--- src/rtl/mc_ctrl_pkg.sv ---
// Shared encodings for the multicycle controller: opcodes, FSM states, ALU ops
// and the per-state control word decoded by the FSM.
package mc_ctrl_pkg;

  localparam int unsigned OP_RTYPE = 0;
  localparam int unsigned OP_LW    = 1;
  localparam int unsigned OP_SW    = 2;
  localparam int unsigned OP_BEQ   = 3;
  localparam int unsigned OP_ADDI  = 4;
  localparam int unsigned OP_J     = 5;
  localparam int unsigned OP_BNE   = 6;

  typedef enum logic [3:0] {
    S_FETCH  = 4'd0,
    S_DECODE = 4'd1,
    S_MEMADR = 4'd2,
    S_MEMRD  = 4'd3,
    S_MEMWB  = 4'd4,
    S_MEMWR  = 4'd5,
    S_EXEC   = 4'd6,
    S_ALUWB  = 4'd7,
    S_BEQ    = 4'd8,
    S_ADDIEX = 4'd9,
    S_ADDIWB = 4'd10,
    S_JUMP   = 4'd11,
    S_BNE    = 4'd12
  } state_t;

  typedef enum logic [1:0] {
    ALU_ADD,
    ALU_SUB,
    ALU_FUNCT
  } aluop_t;

  localparam logic [5:0] FUNCT_ADD = 6'h20;
  localparam logic [5:0] FUNCT_SUB = 6'h22;
  localparam logic [5:0] FUNCT_AND = 6'h24;
  localparam logic [5:0] FUNCT_OR  = 6'h25;
  localparam logic [5:0] FUNCT_SLT = 6'h2A;

  localparam logic [2:0] ALUCTL_AND = 3'b000;
  localparam logic [2:0] ALUCTL_OR  = 3'b001;
  localparam logic [2:0] ALUCTL_ADD = 3'b010;
  localparam logic [2:0] ALUCTL_SUB = 3'b110;
  localparam logic [2:0] ALUCTL_SLT = 3'b111;

  typedef struct packed {
    logic       iord;
    logic       irwrite;
    logic       memread;
    logic       memwrite;
    logic       memtoreg;
    logic       regdst;
    logic       regwrite;
    logic       alusrca;
    logic [1:0] alusrcb;
    logic [1:0] pcsrc;
    logic       pcwrite;
    logic       branch;
    logic       branchne;
    aluop_t     aluop;
  } ctrl_t;

  // Moore control word per state; irwrite/pcwrite in FETCH are later gated by mem_ready.
  function automatic ctrl_t ctrl_for(input state_t s);
    ctrl_t c;
    c       = '0;
    c.aluop = ALU_ADD;
    case (s)
      S_FETCH: begin
        c.memread = 1'b1;
        c.irwrite = 1'b1;
        c.pcwrite = 1'b1;
        c.alusrcb = 2'b01;
      end
      S_DECODE: c.alusrcb = 2'b11;
      S_MEMADR, S_ADDIEX: begin
        c.alusrca = 1'b1;
        c.alusrcb = 2'b10;
      end
      S_MEMRD: begin
        c.iord    = 1'b1;
        c.memread = 1'b1;
      end
      S_MEMWB: begin
        c.memtoreg = 1'b1;
        c.regwrite = 1'b1;
      end
      S_MEMWR: begin
        c.iord     = 1'b1;
        c.memwrite = 1'b1;
      end
      S_EXEC: begin
        c.alusrca = 1'b1;
        c.aluop   = ALU_FUNCT;
      end
      S_ALUWB: begin
        c.regdst   = 1'b1;
        c.regwrite = 1'b1;
      end
      S_BEQ, S_BNE: begin
        c.alusrca  = 1'b1;
        c.aluop    = ALU_SUB;
        c.pcsrc    = 2'b01;
        c.branch   = (s == S_BEQ);
        c.branchne = (s == S_BNE);
      end
      S_ADDIWB: c.regwrite = 1'b1;
      S_JUMP: begin
        c.pcsrc   = 2'b10;
        c.pcwrite = 1'b1;
      end
      default: c = c;
    endcase
    return c;
  endfunction

endpackage

--- src/rtl/multicycle_controller_if.sv ---
// Control bundle between the instruction register/datapath and the multicycle controller.
interface multicycle_controller_if #(
  parameter int unsigned OP_W      = 5,
  parameter int unsigned FUNCT_W   = 6,
  parameter int unsigned ALUCTRL_W = 3
);
  logic [OP_W-1:0]      op;
  logic [FUNCT_W-1:0]   funct;
  logic                 zero;
  logic                 mem_ready;
  logic                 iord;
  logic                 irwrite;
  logic                 memread;
  logic                 memwrite;
  logic                 memtoreg;
  logic                 regdst;
  logic                 regwrite;
  logic                 alusrca;
  logic [1:0]           alusrcb;
  logic [1:0]           pcsrc;
  logic                 pcen;
  logic [ALUCTRL_W-1:0] alucontrol;
  logic                 illegal_op;
  logic [3:0]           state_o;

  modport master (
    input  op, funct, zero, mem_ready,
    output iord, irwrite, memread, memwrite, memtoreg, regdst, regwrite, alusrca,
           alusrcb, pcsrc, pcen, alucontrol, illegal_op, state_o
  );

  modport slave (
    output op, funct, zero, mem_ready,
    input  iord, irwrite, memread, memwrite, memtoreg, regdst, regwrite, alusrca,
           alusrcb, pcsrc, pcen, alucontrol, illegal_op, state_o
  );
endinterface

--- src/rtl/multicycle_controller_alu_decoder.sv ---
// Combinational ALU decoder: FSM ALU op plus R-type funct to alucontrol.
module alu_decoder
  import mc_ctrl_pkg::*;
#(
  parameter int unsigned FUNCT_W   = 6,
  parameter int unsigned ALUCTRL_W = 3
) (
  input  aluop_t               aluop,
  input  logic [FUNCT_W-1:0]   funct,
  output logic [ALUCTRL_W-1:0] alucontrol
);

  always_comb begin
    alucontrol = ALUCTRL_W'(ALUCTL_ADD);
    case (aluop)
      ALU_SUB: alucontrol = ALUCTRL_W'(ALUCTL_SUB);
      ALU_FUNCT: begin
        case (funct)
          FUNCT_W'(FUNCT_ADD): alucontrol = ALUCTRL_W'(ALUCTL_ADD);
          FUNCT_W'(FUNCT_SUB): alucontrol = ALUCTRL_W'(ALUCTL_SUB);
          FUNCT_W'(FUNCT_AND): alucontrol = ALUCTRL_W'(ALUCTL_AND);
          FUNCT_W'(FUNCT_OR):  alucontrol = ALUCTRL_W'(ALUCTL_OR);
          FUNCT_W'(FUNCT_SLT): alucontrol = ALUCTRL_W'(ALUCTL_SLT);
          default:             alucontrol = ALUCTRL_W'(ALUCTL_ADD);
        endcase
      end
      default: alucontrol = ALUCTRL_W'(ALUCTL_ADD);
    endcase
  end

endmodule

--- src/rtl/multicycle_controller.sv ---
// Multicycle Moore control FSM with memory wait states, BEQ/BNE and a sticky illegal-opcode flag.
module multicycle_controller
  import mc_ctrl_pkg::*;
#(
  parameter int unsigned OP_W      = 5,
  parameter int unsigned FUNCT_W   = 6,
  parameter int unsigned ALUCTRL_W = 3
) (
  input  logic                    clk,
  input  logic                    reset,
  multicycle_controller_if.master bus
);

  state_t state_q, state_d;
  ctrl_t  ctrl_q, ctrl_d;
  logic   illegal_q, illegal_d;
  logic [ALUCTRL_W-1:0] alucontrol;

  always_comb begin
    state_d   = state_q;
    illegal_d = illegal_q;
    case (state_q)
      S_FETCH:  state_d = bus.mem_ready ? S_DECODE : S_FETCH;
      S_DECODE: begin
        case (bus.op)
          OP_W'(OP_LW), OP_W'(OP_SW): state_d = S_MEMADR;
          OP_W'(OP_RTYPE):            state_d = S_EXEC;
          OP_W'(OP_BEQ):              state_d = S_BEQ;
          OP_W'(OP_BNE):              state_d = S_BNE;
          OP_W'(OP_ADDI):             state_d = S_ADDIEX;
          OP_W'(OP_J):                state_d = S_JUMP;
          default: begin
            state_d   = S_FETCH;
            illegal_d = 1'b1;
          end
        endcase
      end
      S_MEMADR: state_d = (bus.op == OP_W'(OP_LW)) ? S_MEMRD : S_MEMWR;
      S_MEMRD:  state_d = bus.mem_ready ? S_MEMWB : S_MEMRD;
      S_MEMWR:  state_d = bus.mem_ready ? S_FETCH : S_MEMWR;
      S_EXEC:   state_d = S_ALUWB;
      S_ADDIEX: state_d = S_ADDIWB;
      default:  state_d = S_FETCH;
    endcase
    ctrl_d = ctrl_for(state_d);
  end

  // Control word is registered from the next state so outputs are flops yet track state_q exactly.
  always_ff @(posedge clk) begin
    if (reset) begin
      state_q   <= S_FETCH;
      ctrl_q    <= ctrl_for(S_FETCH);
      illegal_q <= 1'b0;
    end else begin
      state_q   <= state_d;
      ctrl_q    <= ctrl_d;
      illegal_q <= illegal_d;
    end
  end

  alu_decoder #(
    .FUNCT_W   (FUNCT_W),
    .ALUCTRL_W (ALUCTRL_W)
  ) u_alu_decoder (
    .aluop      (ctrl_q.aluop),
    .funct      (bus.funct),
    .alucontrol (alucontrol)
  );

  // irwrite marks FETCH: there the PC update waits for the memory, elsewhere pcwrite is unconditional.
  assign bus.pcen = (ctrl_q.pcwrite & (~ctrl_q.irwrite | bus.mem_ready))
                  | (ctrl_q.branch & bus.zero)
                  | (ctrl_q.branchne & ~bus.zero);

  assign bus.irwrite    = ctrl_q.irwrite & bus.mem_ready;
  assign bus.iord       = ctrl_q.iord;
  assign bus.memread    = ctrl_q.memread;
  assign bus.memwrite   = ctrl_q.memwrite;
  assign bus.memtoreg   = ctrl_q.memtoreg;
  assign bus.regdst     = ctrl_q.regdst;
  assign bus.regwrite   = ctrl_q.regwrite;
  assign bus.alusrca    = ctrl_q.alusrca;
  assign bus.alusrcb    = ctrl_q.alusrcb;
  assign bus.pcsrc      = ctrl_q.pcsrc;
  assign bus.alucontrol = alucontrol;
  assign bus.illegal_op = illegal_q;
  assign bus.state_o    = state_q;

endmodule

--- src/flat_wrapper.sv ---
// flat-port wrapper written by rule: the top's interface ports become plain ports
module multicycle_controller_flat import mc_ctrl_pkg::*;
#(
  parameter int unsigned OP_W      = 5,
  parameter int unsigned FUNCT_W   = 6,
  parameter int unsigned ALUCTRL_W = 3
)
  (clk, reset, bus_op, bus_funct, bus_zero, bus_mem_ready, bus_iord, bus_irwrite, bus_memread, bus_memwrite, bus_memtoreg, bus_regdst, bus_regwrite, bus_alusrca, bus_alusrcb, bus_pcsrc, bus_pcen, bus_alucontrol, bus_illegal_op, bus_state_o);
  multicycle_controller_if #(.OP_W(OP_W), .FUNCT_W(FUNCT_W), .ALUCTRL_W(ALUCTRL_W)) bus_i ();
  input  logic clk;
  input  logic reset;
  input wire logic [$bits(bus_i.op)-1:0] bus_op;
  input wire logic [$bits(bus_i.funct)-1:0] bus_funct;
  input wire logic [$bits(bus_i.zero)-1:0] bus_zero;
  input wire logic [$bits(bus_i.mem_ready)-1:0] bus_mem_ready;
  output wire logic [$bits(bus_i.iord)-1:0] bus_iord;
  output wire logic [$bits(bus_i.irwrite)-1:0] bus_irwrite;
  output wire logic [$bits(bus_i.memread)-1:0] bus_memread;
  output wire logic [$bits(bus_i.memwrite)-1:0] bus_memwrite;
  output wire logic [$bits(bus_i.memtoreg)-1:0] bus_memtoreg;
  output wire logic [$bits(bus_i.regdst)-1:0] bus_regdst;
  output wire logic [$bits(bus_i.regwrite)-1:0] bus_regwrite;
  output wire logic [$bits(bus_i.alusrca)-1:0] bus_alusrca;
  output wire logic [$bits(bus_i.alusrcb)-1:0] bus_alusrcb;
  output wire logic [$bits(bus_i.pcsrc)-1:0] bus_pcsrc;
  output wire logic [$bits(bus_i.pcen)-1:0] bus_pcen;
  output wire logic [$bits(bus_i.alucontrol)-1:0] bus_alucontrol;
  output wire logic [$bits(bus_i.illegal_op)-1:0] bus_illegal_op;
  output wire logic [$bits(bus_i.state_o)-1:0] bus_state_o;
  assign bus_i.op = bus_op;
  assign bus_i.funct = bus_funct;
  assign bus_i.zero = bus_zero;
  assign bus_i.mem_ready = bus_mem_ready;
  assign bus_iord = bus_i.iord;
  assign bus_irwrite = bus_i.irwrite;
  assign bus_memread = bus_i.memread;
  assign bus_memwrite = bus_i.memwrite;
  assign bus_memtoreg = bus_i.memtoreg;
  assign bus_regdst = bus_i.regdst;
  assign bus_regwrite = bus_i.regwrite;
  assign bus_alusrca = bus_i.alusrca;
  assign bus_alusrcb = bus_i.alusrcb;
  assign bus_pcsrc = bus_i.pcsrc;
  assign bus_pcen = bus_i.pcen;
  assign bus_alucontrol = bus_i.alucontrol;
  assign bus_illegal_op = bus_i.illegal_op;
  assign bus_state_o = bus_i.state_o;
  multicycle_controller #(.OP_W(OP_W), .FUNCT_W(FUNCT_W), .ALUCTRL_W(ALUCTRL_W)) u_core (.clk(clk), .reset(reset), .bus(bus_i));
endmodule
--- config.mk ---
export PLATFORM = sky130hd
export DESIGN_NAME = multicycle_controller_flat
export DESIGN_NICKNAME = d
export VERILOG_FILES = /design/src/rtl/mc_ctrl_pkg.sv /design/src/rtl/multicycle_controller_if.sv /design/src/rtl/multicycle_controller_alu_decoder.sv /design/src/rtl/multicycle_controller.sv /design/src/flat_wrapper.sv
export SDC_FILE = /design/constraint.sdc
export NUM_CORES = 1
export LEC_CHECK = 0
export ABC_AREA = 1
export CORE_UTILIZATION = 35
export CTS_BUF_LIST = sky130_fd_sc_hd__clkbuf_16
export CTS_CLUSTER_DIAMETER = 50
export DETAILED_ROUTE_END_ITERATION = 8
export HOLD_SLACK_MARGIN = 0.08
export PLACE_DENSITY = 0.67
export SYNTH_ARGS = -nofsm -noshare
export SYNTH_HDL_FRONTEND = slang
export SYNTH_HIERARCHICAL = 1
export SYNTH_SLANG_ARGS = --single-unit
--- constraint.sdc ---
create_clock -name clk -period 2 [get_ports clk]
set_input_delay 0.6 -clock clk [delete_from_list [all_inputs] [get_ports clk]]
set_output_delay 0.6 -clock clk [all_outputs]
set_load 0.05 [all_outputs]
==> Word-level counts from Yosys, hierarchy flattened <==
Cells that the tools add are included.
{ "totals": {"regBits": 22, "output_inout_bits": 21, "wordCells": 91} }
{ "op_classes": {"eq_ne": 30, "mux": 20, "n_bitwise": 11, "reduce_logical": 14} }
{ "op_table": {"columns": ["cell", "count"], "rows": [
  ["$pmux 4 s7", 1],
  ["$eq 4x3->1 const B", 6],
  ["$eq 4x4->1 const B", 6],
  ["$eq 6x6->1 const B", 4],
  ["$pmux 4 s6", 1],
  ["$eq 4x2->1 const B", 4],
  ["$eq 5x3->1 const B", 3],
  ["$reduce_or 2->1", 7],
  ["$pmux 3 s4", 1],
  ["$eq 5x2->1 const B", 2],
  ["$mux 1", 10],
  ["$mux 3", 3],
  ["$eq 4x1->1 const B", 2],
  ["$logic_not 4->1", 2],
  ["$pmux 2 s2", 2],
  ["$reduce_or 7->1", 1],
  ["$pmux 2 s3", 1],
  ["$pmux 3 s2", 1],
  ["$eq 5x1->1 const B", 1],
  ["$logic_not 5->1", 1],
  ["$reduce_or 5->1", 1],
  ["$and 1x1->1", 4],
  ["$not 1->1", 4],
  ["$or 1x1->1", 3],
  ["other kinds (4)", 4]
]} }

==> Logic depth before layout (Yosys ltp) <==
{ "depth": {"word_depth": 8, "mapped_depth": 11, "depth_no_buf": 11} }

==> Cells and area by module <==
The synthesis kept the hierarchy.
{ "by_module_without_submodules": {"columns": ["mod", "n_inst", "cells_each", "area_per_inst_um2", "seq_area_each_um2"], "rows": [
  ["multicycle_controller", 1, 155, 1071.0, 440.4],
  ["alu_decoder", 1, 37, 173.9, 0.0]
]} }

==> Worst setup path before layout <==
No wires, ideal clock.
{ "synth_timing": {"path_type": "input to output", "from": "in bus_funct[4]", "to": "out bus_alucontrol[0]", "arrival_time_ns": 1.645, "t_required_ns": 1.400, "slack_ns": -0.245, "stages": 5, "cell_sequence": "inv_1 -> nand2_1 -> nor2_2 -> nand3_1 -> a21oi_1"} }
{ "synth_via": {"elab_chain_cells": 3} }
{ "synth_rtl": {"columns": ["item", "line", "rtl"], "rows": [
  ["start: declaration", "flat_wrapper.sv:13", "input wire logic [$bits(bus_i.funct)-1:0] bus_funct;"],
  ["$eq 6x6->1", "multicycle_controller_alu_decoder.sv:18", "case (funct)"],
  ["$pmux 3 s4 (*)", "multicycle_controller_alu_decoder.sv:18", null],
  ["$pmux 3 s2 (*)", "multicycle_controller_alu_decoder.sv:15", "case (aluop)"],
  ["end: declaration", "flat_wrapper.sv:27", "output wire logic [$bits(bus_i.alucontrol)-1:0] bus_alucontrol;"]
]} }
Mark *: on every way between the ends. The rest lies on a longest branch, timed or not.

==> Worst setup path after layout <==
{ "layout_timing": {"from": "in bus_funct[0]", "to": "out bus_alucontrol[0]"} }
The elaborated chain is that of the path after synthesis.

==> summary.txt <==
Status
  • Status: complete, no violations

Setup path
  • Crit path DAT: 1.39 ns
  • Crit-path max FO: 3
  • Family with the most delay on the worst path: buffers and inverters
  • Setup CP Type: input port to primary output
  • RR Startpoint: u_core/bus.state_o[0]
  • Critical Path Max Stage Delay: 0.18 ns
  • Buf+Inv Stages, Crit Path: 3
  • CP startpoint: bus_funct[0]
  • WP data required: 1.40 ns
  • Slowest-stage cell, CP: a21oi_2
  • Crit path cell chain: buf_6 -> inv_2 -> nand2_2 -> nor2_2 -> nand3_1 -> a21oi_2 -> buf_12
  • Worst Setup Start Kind: input port
  • Endpoint type of the worst setup path: primary output

Power and ir drop
  • Pint: 0.9413 mW
  • Worst VDD drop: 0.3825 mV
  • Power Dens Cells: 656.8 nW/µm²
  • Comb power frac: 0.189
  • Lkg Pwr: 0.9620 nW
  • Power share of the clock group: 0.440
  • Sw Pwr: 0.2996 mW
  • Sw Ratio: 0.2414
  • Total power: 1.241 mW
  • Sequential share of power: 0.371

STA
  • Relative slew slack: 0.8155
  • Fmax: 501.3 MHz
  • Slew @ Worst Pin: 0.2757 ns
  • Min Hold Slack: 0.4822 ns
  • Fin. max-slew vios: 0
  • Tcrit/Tclk final: 0.9973
  • Unrepaired setup endpoints after global routing: true
  • Final Hold Vio Count: 0
  • Skew final: 0.005850 ns
  • Fin Setup TNS: 0 ns
  • Endpoints failing setup: 0
  • Slack of the critical path: 0.005363 ns
  • Min cycle time layout: 1.995 ns

Routing
  • Detailed Routing Iterations Pass 1: 4
  • WL final: 2830 µm
  • ANT nets after route: 0
  • DR vias/cell: 4.399
  • Total number of vias: 1,258
  • Routed len/inst: 9.895 µm
  • # DRC: 0
  • 1st-iter DRT viols: 61

Final layout
  • Post-route cell area: 1889 µm²
  • Layout area overhead: 51.76%
  • Fillers: 339
  • Commonest non-fill, non-tap cells in the layout: nand2_1, nor2_1, buf_4, inv_1, dfxtp_1
  • Final cell count without fillers: 286
  • N_diodes: 0
  • Share of post-route cells with drive strength above 1: 0.3875
  • Area of the multi-input gates: 711.9 µm²
  • Commonest non-fill, non-tap cell in the layout: nand2_1
  • Reg area: 442.9 µm²
  • Final core occ: 0.5618
  • Nets: 258

GRT
  • Via count of the first global-routing pass: 1,186
  • Gr usage total: 0.1736
  • GRT overflow: 0
  • Largest net degree at the start of global routing: 14
  • Initial antenna violation count: 0
  • Global-route wire length before repair: 4912 µm

Logic synthesis
  • Register area share after synthesis: 0.3538
  • Synthesized net count: 209
  • Ranking of synthesized cells by area: dfxtp_1, nand2_1, nor2_1, nand3_1, inv_1
  • Mapped Area: 1245 µm²
  • Yosys warns: 6
  • Flops & latches, synth: 22
  • Post-synth top area cell: dfxtp_1
  • Synth unique cells: 24
  • Post-Synthesis Cells: 192
  • Post-synth top area share: 0.3538
  • Syn Area/Cell: 6.484 µm²

Clock tree
  • Clock Sink Count: 22
  • Num CTS Buffers: 3
  • TritonCTS clock tree: done
  • H-Tree Depth: 1
  • Cell at the root of the clock tree: clkbuf_16
  • CTS clk-pin slew, worst paths: 0.06 ns
  • Clock Path Buffers: 2
  • Clock Latency Late Sink: 0.25 ns

Floorplan
  • # rows: 21
  • Die Ht: 61.64 µm
  • Top Ports: 36
  • Die W: 61.64 µm
  • DIE AREA: 3799 µm²
  • Initial Utilization: 0.3702
  • Core area: 3363 µm²

Placement
  • HPWL after DPL: 2187 µm
  • Post-DP Area: 1727 µm²
  • PortBufs: 35
  • Place WS: -0.3636 ns
  • Placed cells: 280
  • Final Wtd Congestion: 0.8188

Min path
  • Tightest Hold Check Type: register to register
  • Hold path start: u_core/bus.illegal_op

Run
  • Max-cap violation count: 0
cell type report:
cell class | instances | area share
inverters | 32 | 0.06358
clock buffers | 3 | 0.03974
clock inverters | 1 | 0.01589
repair buffers | 49 | 0.2391
well taps | 46 | 0.03046
multi-input cells | 133 | 0.3768
flip-flops and latches | 22 | 0.2344
worst register-to-register path, cell delays in order (launching register included):
cell and delay (ns):
dfxtp_1 0.44, inv_2 0.08, nor2_2 0.15, nand2_1 0.16, nand3_1 0.13, nor2_2 0.07
nor2_2 0.12, nand3_1 0.12, nor2_1 0.12
routing by layer:
metal | GRT usage | share of wire | up-vias
li1 | - | - | 683
met1 | 0.2249 | 0.44 | 535
met2 | 0.2903 | 0.48 | 36
met3 | 0.04412 | 0.073 | 4
met4 | 0.03810 | 0.010 | 0
met5 | 0 | 0 | -
sequential cells by signal, summed over array words and instances, names as in the netlist:
signal,count
u_core/bus.iord,1
u_core/bus.alusrca,1
u_core/bus.pcsrc,2
u_core/bus.memtoreg,1
u_core/bus.illegal_op,1
u_core/bus.memwrite,1
u_core/ctrl_q,6
u_core/bus.regwrite,1
u_core/bus.regdst,1
u_core/bus.alusrcb,2
u_core/bus.state_o,4
u_core/bus.memread,1
cell families after synthesis:
logic type,count (synthesis),share of synthesized area
compound gates,10,0.04825
simple gates,121,0.4543
flops,22,0.3538
buf+inv,37,0.1236
fa+ha+maj,2,0.02010
worst paths after layout:
kind / end / slack, ns / depth (start not counted)
min: u_core/bus.illegal_op / 0.48 / 2
min reg2reg: u_core/bus.illegal_op / 0.48 / 2
max: bus_alucontrol[0] / 0.005 / 7
max reg2reg: u_core/ctrl_q[1] / 0.54 / 8
power by group through the flow:
| stage | clock [mW] | sequential, mW | combinational [mW] |
|---|---|---|---|
| detailed placement | 0 | 0.470 | 0.230 |
| CTS | 0.560 | 0.461 | 0.236 |
| floorplan | 0 | 0.493 | 0.107 |
| global placement | 0 | 0.470 | 0.229 |
| finish | 0.546 | 0.461 | 0.234 |
| global route | 0.582 | 0.462 | 0.256 |
timing repair:
action                                  4_1_cts  5_1_grt
endpoints found under the setup margin        5       13
hold buffers                                  0        0
gates resized for setup                      39       14
pin swaps                                    17        8
setup buffers                                 0        2
Yosys cell counts, drive strengths merged:
cell type,n
inv,31
clkinv,1
and3,1
a21boi,1
or2,1
nand3,23
clkbuf,1
dfxtp,22
ha,2
nand2,44
a31oi,1
a21oi,4
buf,4
nor2,50
o21ai,3
o211ai,1
nand4,2
Power figures use the tool's default switching activity.
